--- src/rtl/pcore_interface_defs.sv ---
// Shared IF-stage definitions: fetch-word and aligned-instruction bundles plus
// the instruction-length encoding used by the fetch aligner.
package pcore_interface_defs;

  localparam int         IF_PC_W     = 32;
  localparam logic [1:0] INST_LEN_32 = 2'b11;

  typedef struct packed {
    logic [31:0]        data;
    logic [IF_PC_W-1:0] pc;
    logic               valid;
  } type_if_fetch_s;

  typedef struct packed {
    logic [31:0]        inst;
    logic [IF_PC_W-1:0] pc;
    logic               comp;
    logic               valid;
  } type_if_inst_s;

  // Which part of the buffered state feeds the decoder this cycle.
  typedef enum logic [2:0] {
    SEL_NONE,
    SEL_STRADDLE,
    SEL_LOW16,
    SEL_LOW32,
    SEL_HIGH16,
    SEL_HIGH_SPLIT
  } sel_e;

  function automatic logic is_comp(input logic [15:0] hw);
    return hw[1:0] != INST_LEN_32;
  endfunction

endpackage

--- src/rtl/fetch_align_sel.sv ---
// Priority selector: picks the next instruction from the word buffer and
// residual halfword, and reports what a handshake would do to that state.
module fetch_align_sel
  import pcore_interface_defs::*;
#(
  parameter int PC_W = 32
) (
  input  logic            wb_valid_i,
  input  logic [31:0]     wb_data_i,
  input  logic [PC_W-1:0] wb_pc_i,
  input  logic            wb_off_i,
  input  logic            res_valid_i,
  input  logic [15:0]     res_data_i,
  input  logic [PC_W-1:0] res_pc_i,
  output logic            valid_o,
  output logic [31:0]     inst_o,
  output logic [PC_W-1:0] pc_o,
  output logic            comp_o,
  output logic            consume_hs_o,
  output logic            advance_hs_o,
  output logic            clear_res_hs_o,
  output logic            split_o
);

  sel_e sel;

  always_comb begin
    sel = SEL_NONE;
    if (wb_valid_i) begin
      if (res_valid_i)    sel = SEL_STRADDLE;
      else if (!wb_off_i) sel = is_comp(wb_data_i[15:0])  ? SEL_LOW16  : SEL_LOW32;
      else                sel = is_comp(wb_data_i[31:16]) ? SEL_HIGH16 : SEL_HIGH_SPLIT;
    end
  end

  // NOTE: every output gets a default before the case so no latch is inferred.
  always_comb begin
    valid_o        = 1'b0;
    inst_o         = '0;
    pc_o           = '0;
    comp_o         = 1'b0;
    consume_hs_o   = 1'b0;
    advance_hs_o   = 1'b0;
    clear_res_hs_o = 1'b0;
    split_o        = 1'b0;
    unique case (sel)
      SEL_STRADDLE: begin
        valid_o        = 1'b1;
        inst_o         = {wb_data_i[15:0], res_data_i};
        pc_o           = res_pc_i;
        clear_res_hs_o = 1'b1;
        advance_hs_o   = 1'b1;
      end
      SEL_LOW16: begin
        valid_o      = 1'b1;
        inst_o       = {16'h0, wb_data_i[15:0]};
        pc_o         = wb_pc_i;
        comp_o       = 1'b1;
        advance_hs_o = 1'b1;
      end
      SEL_LOW32: begin
        valid_o      = 1'b1;
        inst_o       = wb_data_i;
        pc_o         = wb_pc_i;
        consume_hs_o = 1'b1;
      end
      SEL_HIGH16: begin
        valid_o      = 1'b1;
        inst_o       = {16'h0, wb_data_i[31:16]};
        pc_o         = wb_pc_i + PC_W'(2);
        comp_o       = 1'b1;
        consume_hs_o = 1'b1;
      end
      // Upper half opens a 32-bit instruction: park it, no output this cycle.
      SEL_HIGH_SPLIT: split_o = 1'b1;
      default: ;
    endcase
  end

endmodule

--- src/rtl/fetch_align.sv ---
// IF-stage fetch aligner: turns word-aligned fetch words into one 16/32-bit
// instruction per handshake, handling straddles and halfword redirects.
module fetch_align
  import pcore_interface_defs::*;
#(
  parameter int PC_W = 32
) (
  input  logic            clk,
  input  logic            rst_n,
  input  logic            fw_valid,
  output logic            fw_ready,
  input  logic [31:0]     fw_data,
  input  logic [PC_W-1:0] fw_pc,
  input  logic            flush,
  input  logic [PC_W-1:0] flush_pc,
  output logic            if_valid,
  input  logic            if_ready,
  output logic [31:0]     if_inst,
  output logic [PC_W-1:0] if_pc,
  output logic            if_comp
);

  logic            wb_valid_q, wb_valid_d;
  logic [31:0]     wb_data_q, wb_data_d;
  logic [PC_W-1:0] wb_pc_q, wb_pc_d;
  logic            wb_off_q, wb_off_d;
  logic            res_valid_q, res_valid_d;
  logic [15:0]     res_data_q, res_data_d;
  logic [PC_W-1:0] res_pc_q, res_pc_d;
  logic            skip_low_q, skip_low_d;

  logic            sel_valid, sel_comp;
  logic [31:0]     sel_inst;
  logic [PC_W-1:0] sel_pc;
  logic            consume_hs, advance_hs, clear_res_hs, split;
  logic            hs, consume, accept;
  logic            flush_pc_unused;

  fetch_align_sel #(.PC_W(PC_W)) u_sel (
    .wb_valid_i     (wb_valid_q),
    .wb_data_i      (wb_data_q),
    .wb_pc_i        (wb_pc_q),
    .wb_off_i       (wb_off_q),
    .res_valid_i    (res_valid_q),
    .res_data_i     (res_data_q),
    .res_pc_i       (res_pc_q),
    .valid_o        (sel_valid),
    .inst_o         (sel_inst),
    .pc_o           (sel_pc),
    .comp_o         (sel_comp),
    .consume_hs_o   (consume_hs),
    .advance_hs_o   (advance_hs),
    .clear_res_hs_o (clear_res_hs),
    .split_o        (split)
  );

  assign if_valid = sel_valid & ~flush;
  assign if_inst  = sel_inst;
  assign if_pc    = sel_pc;
  assign if_comp  = sel_comp;

  assign hs       = if_valid & if_ready;
  assign consume  = (hs & consume_hs) | split;
  assign fw_ready = ~flush & (~wb_valid_q | consume);
  assign accept   = fw_valid & fw_ready;

  // Only bit 1 of a redirect target matters; fetch words are word aligned.
  assign flush_pc_unused = ^{flush_pc[PC_W-1:2], flush_pc[0]};

  always_comb begin
    wb_valid_d  = wb_valid_q;
    wb_data_d   = wb_data_q;
    wb_pc_d     = wb_pc_q;
    wb_off_d    = wb_off_q;
    res_valid_d = res_valid_q;
    res_data_d  = res_data_q;
    res_pc_d    = res_pc_q;
    skip_low_d  = skip_low_q;
    if (flush) begin
      wb_valid_d  = 1'b0;
      res_valid_d = 1'b0;
      skip_low_d  = flush_pc[1];
    end else begin
      if (hs && advance_hs)   wb_off_d    = 1'b1;
      if (hs && clear_res_hs) res_valid_d = 1'b0;
      if (split) begin
        res_valid_d = 1'b1;
        res_data_d  = wb_data_q[31:16];
        res_pc_d    = wb_pc_q + PC_W'(2);
      end
      if (consume) wb_valid_d = 1'b0;
      if (accept) begin
        wb_valid_d = 1'b1;
        wb_data_d  = fw_data;
        wb_pc_d    = fw_pc;
        wb_off_d   = skip_low_q;
        skip_low_d = 1'b0;
      end
    end
  end

  // NOTE: state updates use non-blocking assignments; payload registers are
  // reset too so the outputs read as zero straight out of reset.
  always_ff @(posedge clk or negedge rst_n) begin
    if (!rst_n) begin
      wb_valid_q  <= 1'b0;
      wb_data_q   <= '0;
      wb_pc_q     <= '0;
      wb_off_q    <= 1'b0;
      res_valid_q <= 1'b0;
      res_data_q  <= '0;
      res_pc_q    <= '0;
      skip_low_q  <= 1'b0;
    end else begin
      wb_valid_q  <= wb_valid_d;
      wb_data_q   <= wb_data_d;
      wb_pc_q     <= wb_pc_d;
      wb_off_q    <= wb_off_d;
      res_valid_q <= res_valid_d;
      res_data_q  <= res_data_d;
      res_pc_q    <= res_pc_d;
      skip_low_q  <= skip_low_d;
    end
  end

endmodule

--- config.mk ---
export PLATFORM = sky130hd
export DESIGN_NAME = fetch_align
export DESIGN_NICKNAME = d
export VERILOG_FILES = /design/src/rtl/pcore_interface_defs.sv /design/src/rtl/fetch_align_sel.sv /design/src/rtl/fetch_align.sv
export SDC_FILE = /design/constraint.sdc
export NUM_CORES = 1
export LEC_CHECK = 0
export ABC_CLOCK_PERIOD_IN_PS = 3500
export BUFFER_PORTS_ARGS = -buffer_cell sky130_fd_sc_hd__buf_4
export CAP_MARGIN = 10
export CELL_PAD_IN_SITES_DETAIL_PLACEMENT = 2
export CELL_PAD_IN_SITES_GLOBAL_PLACEMENT = 2
export CORE_ASPECT_RATIO = 1.2
export CORE_UTILIZATION = 35
export DETAILED_ROUTE_END_ITERATION = 16
export PLACE_DENSITY_LB_ADDON = 0.25
export SYNTH_ARGS = -nofsm -noshare
export SYNTH_HDL_FRONTEND = slang
export SYNTH_SLANG_ARGS = --single-unit
--- constraint.sdc ---
create_clock -name clk -period 3.5 [get_ports clk]
set_input_delay 0.7 -clock clk [delete_from_list [all_inputs] [get_ports clk]]
set_output_delay 0.7 -clock clk [all_outputs]
set_load 0.01 [all_outputs]
==> summary.md, run 1 <==
| Metric | Value |
|---|---|
| Max-slew violation count | `0` |
| Worst setup EP type | `output pin` |
| Initial antenna violation count | `0` |
| CP max-delay cell | `dfrtp_1` |
| Placer Congestion | `between 0.7 and 0.8` |
| Die width | `roughly 120 um` |
| Worst-Margin Slew | `966 ps` |
| Yosys cell types | `44` |
| Ys Warns | `0` |
| CTS Hold Buffers Added | `0` |
| Post-Syn Nets | `between 600 and 700` |
| Drt initial violations | `about 280` |
| Share of layout cells above drive strength 1 | `38.5%` |
| Finished Cell Area | `8070 um^2` |
| Max incr delay on CP | `about 550 ps` |
| Slew margin rel. | `35.6%` |
| Inst Count DP | `~900` |
| Clk root buf | `clkbuf_16` |
| Peak VDD IR | `about 340 uV` |
| CP Cell Sequence | `nand4_1 > nor4_1 > and4_1 > o21ai_0 > a21o_1 > buf_4` |
| Hold slack final | `439 ps` |
| Max Cap Viol | `0` |
| CTS sink cnt | `116` |
| Top Ports | `168` |
| CTS tree | `yes` |
| P per Cell Area | `about 660 nW/um^2` |
| Setup Buffers After CTS | `0` |
| Most frequent cells in the layout | `146 x buf_4, 114 x dfrtp_1, 60 x o21ai_0` |
| Pleak | `3.73 nW` |
| Critical path peak fanout | `9` |
| Area growth, synth to finish | `29.6%` |
| Clk pin slew, worst setup/hold paths | `60 ps` |
| Area contributors post-synth | `dfrtp_1 47%, mux2_4 9.6%, mux2_2 7.6%` |
| H-tree lvl count | `4` |
| DR vias | `approximately 5200` |
| Mapped cell area | `roughly 6200 um^2` |
| # diodes | `0` |
| Tot GR Track Use | `a little under a quarter` |
| Final HPWL DP | `13.5 mm` |
| Final hold vios | `0` |
| Gr ovfl total | `0` |
| Minimum clock period | `3380 ps` |
| Post-CTS sizing | `0` |
| Die area | `18300 um^2` |
| Final WS setup | `approximately 120 ps` |
| Worst Skew | `7.34 ps` |
| Max Fclk | `296 MHz` |
| Storage element area | `2910 um^2` |
| Sequential share of the synthesized area | `46.6%` |
| Status | `complete, no violations` |
| Final nets | `between 800 and 900` |
| Clock buffer depth | `2` |
| Post-synth top area share | `~47%` |
| Number of enable flip-flop cells after synthesis | `0` |
| WP data required | `roughly 2800 ps` |
| Drt wl/cell | `21.7 um` |
| Setup violators final | `0` |
| Reg2Reg Depth | `6` |
| Yosys top cell by area | `dfrtp_1` |
| Core footprint | `roughly 17000 um^2` |
| Crit start category | `register` |
| HP Class | `input port to asynchronous set/reset pin` |
| Post-Layout Cell Count | `936` |
| Starting Density | `a little over a third` |
| PortBufs | `136` |
| Syn_area_per_cell | `~11 um^2` |
| Total CTS buffers | `17` |
| DRC | `0` |
| Die height | `~150 um` |
| CP arrival | `between 2000 and 3000 ps` |
| Routed Antenna Nets | `0` |
| Largest net degree at the start of global routing | `70` |
| R2R setup slack | `830 ps` |
| Place WS | `~560 ps` |
| Leading cell type in the layout, fill and taps excluded | `buf_4` |
| Cells after Synth | `between 500 and 600` |
| Fillers | `approximately 1800` |
| Post-route clock period utilization | `a little over nine tenths` |
| Main synth FF type | `dfrtp_1` |
| WL final | `approximately 20 mm` |
| Site Rows | `53` |
| Fraction of registers with async set/reset | `100%` |
| WS Path Type | `register to output pin` |
| Global-route wire length before repair | `roughly 32 mm` |
| Worst skew pair latency | `420 ps` |
| Worst R2R Start | `wb_valid_q$_DFFE_PN0P_` |
| Via density per instance | `about 5.6` |
| Seq cells post-synth | `around 120` |
| Pre-antenna DRT Iters | `5` |
| Footprint of the multi-input gates | `around 3000 um^2` |
| Vias in the first global route | `roughly 5900` |
| Placed inst area | `around 7500 um^2` |
| Reg2reg end | `wb_pc_q[26]$_DFFE_PN0P_` |
[cell type report]
cell class | instances | area share [%]
multi-input cells | 392 | 37.8
clock inverters | 15 | 1.80
repair buffers | 150 | 14.6
flip-flops and latches | 116 | 36.0
clock buffers | 17 | 5.27
inverters | 26 | 1.21
well taps | 220 | 3.41
[synth_stat cells (2+ instances only)]
master      n
buf_2       9
a32oi_1     2
o311ai_0    6
o21ai_0    60
clkbuf_1   29
a22o_1     16
dfrtp_1   116
o211a_1     2
nor4_1      4
and3_1      9
o31ai_1     2
a21oi_1     8
a221o_1     7
xnor2_1    20
nand2b_1    4
nor3b_1     2
nand4_1     9
nand2_1    54
and4_1      5
buf_6       6
and2_1      3
a31oi_1     3
o31a_1      2
inv_1      26
xor2_1      9
a222oi_1   17
mux2_2     42
a22oi_1     9
nor2_1     18
nor3_1     12
mux2_4     40
nand3_1    15
[critical path: cells and delay by family (launching register included)]
family	cells	cell delay (ps)
and+or+nand+nor	3	1250
buffers and inverters	1	140
AOI/OAI and AO/OA	2	310
DFF	1	550
[sequential cells by signal (all words and copies together) (netlist names)]
register and count:
res_data_q 16, res_pc_q 32, res_valid_q 1, skip_low_q 1, wb_data_q 32, wb_off_q 1, wb_pc_q 32, wb_valid_q 1
[worst max-delay path by stage]
| stage | depth (start not counted) | endpoint | start |
|---|---|---|---|
| floorplan | 6 | if_pc[28] | wb_pc_q[11]$_DFFE_PN0P_ |
| global placement | 7 | if_pc[15] | wb_pc_q[1]$_DFFE_PN0P_ |
| detailed placement | 7 | if_pc[15] | wb_pc_q[1]$_DFFE_PN0P_ |
| CTS | 7 | if_pc[15] | wb_pc_q[1]$_DFFE_PN0P_ |
| global route | 7 | if_pc[27] | wb_pc_q[1]$_DFFE_PN0P_ |
| finish | 6 | if_pc[31] | wb_pc_q[19]$_DFFE_PN0P_ |
[power by group]
part	internal [W]	leakage [nW]	switching [W]
registers	0.00179	1.39	0.000444
clock network	0.000992	0.272	0.000708
logic	0.000748	2.07	0.000651
total	0.00353	3.73	0.00180
[logic make-up (layout without fill, tap and decap cells)]
group / count (synthesis) / after routing / share of synthesized area, %
AND/OR/NAND/NOR: 141 / 141 / 11.1
AO/OA/AOI/OAI: 138 / 138 / 15.5
flip-flops: 116 / 116 / 46.6
multiplexers: 83 / 83 / 17.4
buffers and inverters: 70 / 208 / 5.12
XOR/XNOR: 29 / 29 / 4.08
adder cells (fa/ha/maj): 1 / 1 / 0.201
[routing by layer]
metal,GRT usage (%),wire length [um],vias up
met5,0,0,-
met1,26.4,8110,2716
li1,-,-,2373
met4,6.39,223,0
met2,42.4,11000,131
met3,5.56,1000,20
[stage by stage]
stage / power, W / util, % / TNS (ps)
6_report: 0.00533 / 46.3 / 0
5_1_grt: 0.00564 / 46.3 / -20.2
4_1_cts: 0.00539 / 46.1 / 0
3_5_place_dp: 0.00364 / 42.8 / 0
3_3_place_gp: 0.00350 / 42.8 / 0
2_1_floorplan: 0.00300 / - / 0
Note: power is estimated with default switching activity, not from simulation.
==> run 2, diff against run 1 <==
--- a/config.mk
+++ b/config.mk
@@ -13,3 +13,3 @@
 export CORE_ASPECT_RATIO = 1.2
-export CORE_UTILIZATION = 35
+export CORE_UTILIZATION = 36
 export DETAILED_ROUTE_END_ITERATION = 16
==> constraint.sdc (replaced) <==
create_clock -name clk -period 3.5 [get_ports clk]
set_input_delay 1.05 -clock clk [delete_from_list [all_inputs] [get_ports clk]]
set_output_delay 1.05 -clock clk [all_outputs]
set_load 0.01 [all_outputs]
==> run 2 against run 1 <==
Global-route usage rose by 0.53 points. Clock skew rose by 2.4 ps. Maximum frequency fell by 2.0%. First-iteration DRC count fell by 6.8%. Critical path depth rose by 1. Final area rose by 2.0%. Critical endpoint is now if_pc[15]. Via count rose by 0.88%. Routed wire length rose by 1.1%.
==> summary.md, run 2 (synthesis results as in run 1) <==
| Metric | Value |
|---|---|
| H-tree lvl count | `4` |
| Setup violators final | `0` |
| WL final | `about 20 mm` |
| # diodes | `0` |
| CP Cell Sequence | `ha_2 > and3_2 > nand3_4 > nor3_2 > o21ai_0 > a221o_1 > buf_4` |
| Max incr delay on CP | `~430 ps` |
| CTS Hold Buffers Added | `0` |
| Total CTS buffers | `17` |
| Post-Layout Cell Count | `943` |
| Routed Antenna Nets | `0` |
| Drt wl/cell | `roughly 22 um` |
| Minimum clock period | `between 3000 and 4000 ps` |
| Fillers | `approximately 1800` |
| Core footprint | `16900 um^2` |
| Clk pin slew, worst setup/hold paths | `approximately 50 ps` |
| Starting Density | `36.8%` |
| Final HPWL DP | `13.2 mm` |
| Site Rows | `52` |
| Worst-Margin Slew | `roughly 600 ps` |
| Clock buffer depth | `2` |
| Vias in the first global route | `5976` |
| Crit start category | `register` |
| Worst setup EP type | `output pin` |
| Post-route clock period utilization | `between 90% and 100%` |
| Largest regs | `res_pc_q: 32 flops, wb_data_q: 32 flops, wb_pc_q: 32 flops` |
| CP max-delay cell | `dfrtp_1` |
| CTS tree | `yes` |
| Max-slew violation count | `0` |
| P per Cell Area | `between 600 and 700 nW/um^2` |
| Slew margin rel. | `59.9%` |
| Finished Cell Area | `just over 8000 um^2` |
| Via density per instance | `5.61` |
| HP Class | `register to register` |
| Largest net degree at the start of global routing | `between 60 and 70` |
| Inst Count DP | `910` |
| WP data required | `~2500 ps` |
| Gr ovfl total | `0` |
| Area growth, synth to finish | `32.1%` |
| Placer Congestion | `approximately 0.76` |
| Die width | `122 um` |
| Initial antenna violation count | `0` |
| Final hold vios | `0` |
| Die area | `approximately 18000 um^2` |
| CP arrival | `2390 ps` |
| Global-route wire length before repair | `about 33 mm` |
| DR vias | `~5300` |
| Most frequent cells in the layout | `160 x buf_4, 103 x dfrtp_1, 59 x o21ai_0` |
| DRC | `0` |
| Leading cell type in the layout, fill and taps excluded | `buf_4` |
| Pleak | `between 3 and 4 nW` |
| Worst Skew | `between 9 and 10 ps` |
| Layout Utilization | `48.7%` |
| PortBufs | `around 140` |
| Placed inst area | `about 7500 um^2` |
| Die height | `roughly 150 um` |
| CTS sink cnt | `between 100 and 150` |
| Worst skew pair latency | `between 400 and 500 ps` |
| Share of layout cells above drive strength 1 | `between 40% and 50%` |
| Peak VDD IR | `328 uV` |
| Drt initial violations | `between 200 and 300` |
| Footprint of the multi-input gates | `slightly above 3000 um^2` |
| Hold slack final | `between 400 and 500 ps` |
| Status | `complete, no violations` |
| Pre-antenna DRT Iters | `5` |
| Max Fclk | `about 290 MHz` |
| Critical path peak fanout | `6` |
| Final nets | `between 800 and 900` |
| Top Ports | `approximately 170` |
| WS Path Type | `register to output pin` |
| Tot GR Track Use | `between 20% and 30%` |
| Total power after layout | `~0.0055 W` |
| Clk root buf | `clkbuf_16` |
| Unrepaired setup endpoints after global routing | `yes` |
| Max Cap Viol | `0` |
| Storage element area | `around 2900 um^2` |
## run 2: changes by cell type in the layout (fill, tap and decap cells not counted), moves of 2 or more
cell / previous run / this run
clkinv_4: 3 / 1
buf_4: 146 / 160
inv_6: 7 / 0
bufinv_16: 1 / 3
clkinv_2: 1 / 3
dfrtp_2: 2 / 13
dfrtp_1: 114 / 103
nand3_1: 15 / 13
and4_1: 5 / 3
clkbuf_8: 0 / 3
## run 2: path summary, 6_finish.rpt
path	start	to	slack, ps	cells past startpoint
worst max-delay path	wb_pc_q[2]$_DFFE_PN0P_	if_pc[15]	60	7
worst min-delay path	res_data_q[1]$_DFFE_PN0P_	res_data_q[1]$_DFFE_PN0P_	480	1
worst max register to register	res_valid_q$_DFFE_PN0P_	wb_pc_q[28]$_DFFE_PN0P_	700	7
worst min register to register	res_data_q[1]$_DFFE_PN0P_	res_data_q[1]$_DFFE_PN0P_	480	1
max in group asynchronous	rst_n	wb_pc_q[19]$_DFFE_PN0P_	2180	2
min in group asynchronous	rst_n	wb_pc_q[14]$_DFFE_PN0P_	580	1
## run 2: metal layers
| metal | share of wire [%] | GRT usage, % | wire length (um) |
|---|---|---|---|
| met4 | 1.5 | 7.93 | 308 |
| met1 | 40 | 27.5 | 8130 |
| met3 | 4.5 | 5.39 | 917 |
| met5 | 0 | 0 | 0 |
| met2 | 54 | 42.4 | 11200 |
## run 2: repair_timing
action | 4_1_cts | 5_1_grt
endpoints found under the setup margin | 14 | 9
resized for setup | 17 | 14
gates cloned | 0 | 0
setup buffers | 3 | 0
## run 2: power breakdown
group / switching (W) / internal (W)
clock network: 0.000626 / 0.00116
logic: 0.000693 / 0.000779
registers: 0.000421 / 0.00179
## run 2: area by class of cell
| cell class | count | share of cell area, % |
|---|---|---|
| well taps | 216 | 3.28 |
| multi-input cells | 392 | 37.5 |
| inverters | 26 | 1.19 |
| clock inverters | 9 | 1.57 |
| repair buffers | 163 | 15.3 |
| flip-flops and latches | 116 | 35.5 |
| clock buffers | 21 | 5.71 |
## run 2: worst max-delay path, delay by kind of cell (launching register included)
kind / cells / cell delay (ps)
compound gates: 2 / 490
buf+inv: 1 / 160
flops: 1 / 430
simple gates: 3 / 640
fa+ha+maj: 1 / 260
## run 2: per-stage QoR
stage	setup WS, ps	setup TNS [ps]
after CTS	10.7	0
after detailed placement	247	0
after floorplan	619	0
final	57.3	0
after global routing	-59.3	-95.4
after global placement	344	0
==> run 3, diff against run 2 <==
Settings changed: CORE_UTILIZATION 36 to 37, CTS_BUF_LIST set to sky130_fd_sc_hd__clkbuf_4.
==> run 3 against run 2 <==
The flow now finishes with violations (negative setup slack). Combinational power grew 9.5%. Clock skew rose by 8.6 ps. Routed wire length up 4.3%. Maximum frequency shrank 2.9%. Sequential cell count unchanged. Sequential power barely moved. Critical endpoint is now if_pc[24]. Largest cell class unchanged.
==> summary.md, run 3 (synthesis results as in run 1) <==
| Metric | Value |
|---|---|
| Post-route clock period utilization | `101%` |
| Starting Density | `38.1%` |
| Critical path peak fanout | `5` |
| Placer Congestion | `roughly 0.77` |
| WP data required | `~2500 ps` |
| Initial antenna violation count | `1` |
| CTS sink cnt | `approximately 120` |
| Post-Layout Cell Count | `around 960` |
| Failing checks | `negative setup slack` |
| Pleak | `3.78 nW` |
| Share of layout cells above drive strength 1 | `roughly 45%` |
| DR vias | `roughly 5400` |
| Clk pin slew, worst setup/hold paths | `roughly 110 ps` |
| Max Fclk | `282 MHz` |
| Max incr delay on CP | `540 ps` |
| PortBufs | `between 100 and 150` |
| Area growth, synth to finish | `30.6%` |
| Final hold vios | `0` |
| P per Cell Area | `a little under 600 nW/um^2` |
| Setup violators final | `1` |
| Finished Cell Area | `8140 um^2` |
| Inst Count DP | `904` |
| Pre-antenna DRT Iters | `5` |
| Tot GR Track Use | `about 25%` |
| Worst skew pair latency | `about 530 ps` |
| Peak VDD IR | `~260 uV` |
| Max Cap Viol | `0` |
| CTS Hold Buffers Added | `0` |
| Largest regs | `res_pc_q: 32 flops, wb_data_q: 32 flops, wb_pc_q: 32 flops` |
| Clk root buf | `clkbuf_4` |
| Die height | `approximately 140 um` |
| Leading cell type in the layout, fill and taps excluded | `buf_4` |
| Largest net degree at the start of global routing | `67` |
| Final HPWL DP | `between 10 and 15 mm` |
| CP Cell Sequence | `and4_4 > nand4_1 > or4_4 > o31a_1 > o21ai_2 > buf_4` |
| Status | `finished, violations left` |
| Unrepaired setup endpoints after global routing | `yes` |
| DRC | `0` |
| Reg2Reg Depth | `6` |
| Hold slack final | `around 490 ps` |
| CP max-delay cell | `or4_4` |
| Top Ports | `~170` |
| Drt wl/cell | `22.3 um` |
| Slew margin rel. | `between 50% and 60%` |
| Max-slew violation count | `0` |
| Die area | `17400 um^2` |
| Minimum clock period | `between 3000 and 4000 ps` |
| Final nets | `~840` |
| Vias in the first global route | `slightly below 6000` |
| Clock buffer depth | `2` |
| HP Class | `register to register` |
| Die width | `~120 um` |
| Worst-Margin Slew | `around 700 ps` |
| CP arrival | `between 2000 and 2500 ps` |
| WS Path Type | `register to output pin` |
| Drt initial violations | `just over 300` |
| Via density per instance | `between 5 and 6` |
| Total CTS buffers | `17` |
| Worst setup EP type | `output pin` |
| CTS tree | `yes` |
| WL final | `21.4 mm` |
| Routed Antenna Nets | `0` |
| Global-route wire length before repair | `33.3 mm` |
| Site Rows | `51` |
| Worst Skew | `18.3 ps` |
| Most frequent cells in the layout | `172 x buf_4, 101 x dfrtp_1, 54 x nand2_1` |
| Crit start category | `register` |
| Placed inst area | `between 7000 and 8000 um^2` |
| Gr ovfl total | `0` |
| H-tree lvl count | `4` |
| Core footprint | `~16000 um^2` |
| Hold path cells | `1` |
| Final WS setup | `-44.8 ps` |
run 3: stage by stage:
stage                     power [W]  util, %  TNS (ps)  worst slack [ps]
after CTS                   0.00481     49.0      -203             -78.4
after global placement      0.00351     46.0         0               299
after global routing        0.00512     49.8      -526              -128
after floorplan             0.00300        -         0               619
after detailed placement    0.00366     46.0         0               231
final                       0.00484     49.8     -44.8             -44.8
run 3: cell type report:
type                       instances  area, um^2
inverter                          26        97.6
clock inverter                    13         140
timing repair buffer             180        1420
antenna                            1        2.50
fill                            1708        8200
clock buffer                      19         143
sequential                       116        2920
multi-input combinational        392        3150
tap                              212         265
run 3: report_power, final:
part | internal [W] | switching, W
registers | 0.00179 | 0.000418
logic | 0.000846 | 0.000762
clock network | 0.000497 | 0.000529
run 3: path summary, 6_finish.rpt:
kind	startpoint	endpoint	slack [ps]
worst max-delay path	wb_pc_q[10]$_DFFE_PN0P_	if_pc[24]	-40
min in group asynchronous	rst_n	res_pc_q[14]$_DFFE_PN0P_	550
worst max register to register	wb_off_q$_DFFE_PN0P_	wb_pc_q[22]$_DFFE_PN0P_	1030
worst min-delay path	res_data_q[1]$_DFFE_PN0P_	res_data_q[1]$_DFFE_PN0P_	490
worst min register to register	res_data_q[1]$_DFFE_PN0P_	res_data_q[1]$_DFFE_PN0P_	490
max in group asynchronous	rst_n	wb_pc_q[22]$_DFFE_PN0P_	2060
run 3: timing repair:
item                       in CTS  in global routing
gates resized for setup        29                 30
pin swaps                       2                  5
buffers inserted               15                  7
cloned                          0                  0
setup endpoints to repair      33                 26
run 3: worst max-delay path: cells and delay by family (launching register included):
kind / cells / cell delay (ps)
DFF: 1 / 450
and+or+nand+nor: 3 / 960
AOI/OAI and AO/OA: 2 / 400
buffers and inverters: 1 / 150
run 3: per-layer routing:
metal	part of all wire, %	wire [um]	up-vias	track usage, %
li1	-	-	2422	-
met1	40	8630	2806	29.3
met2	54	11500	136	46.5
met3	4.2	892	35	4.69
met4	1.8	392	0	8.38
met5	0	0	-	0
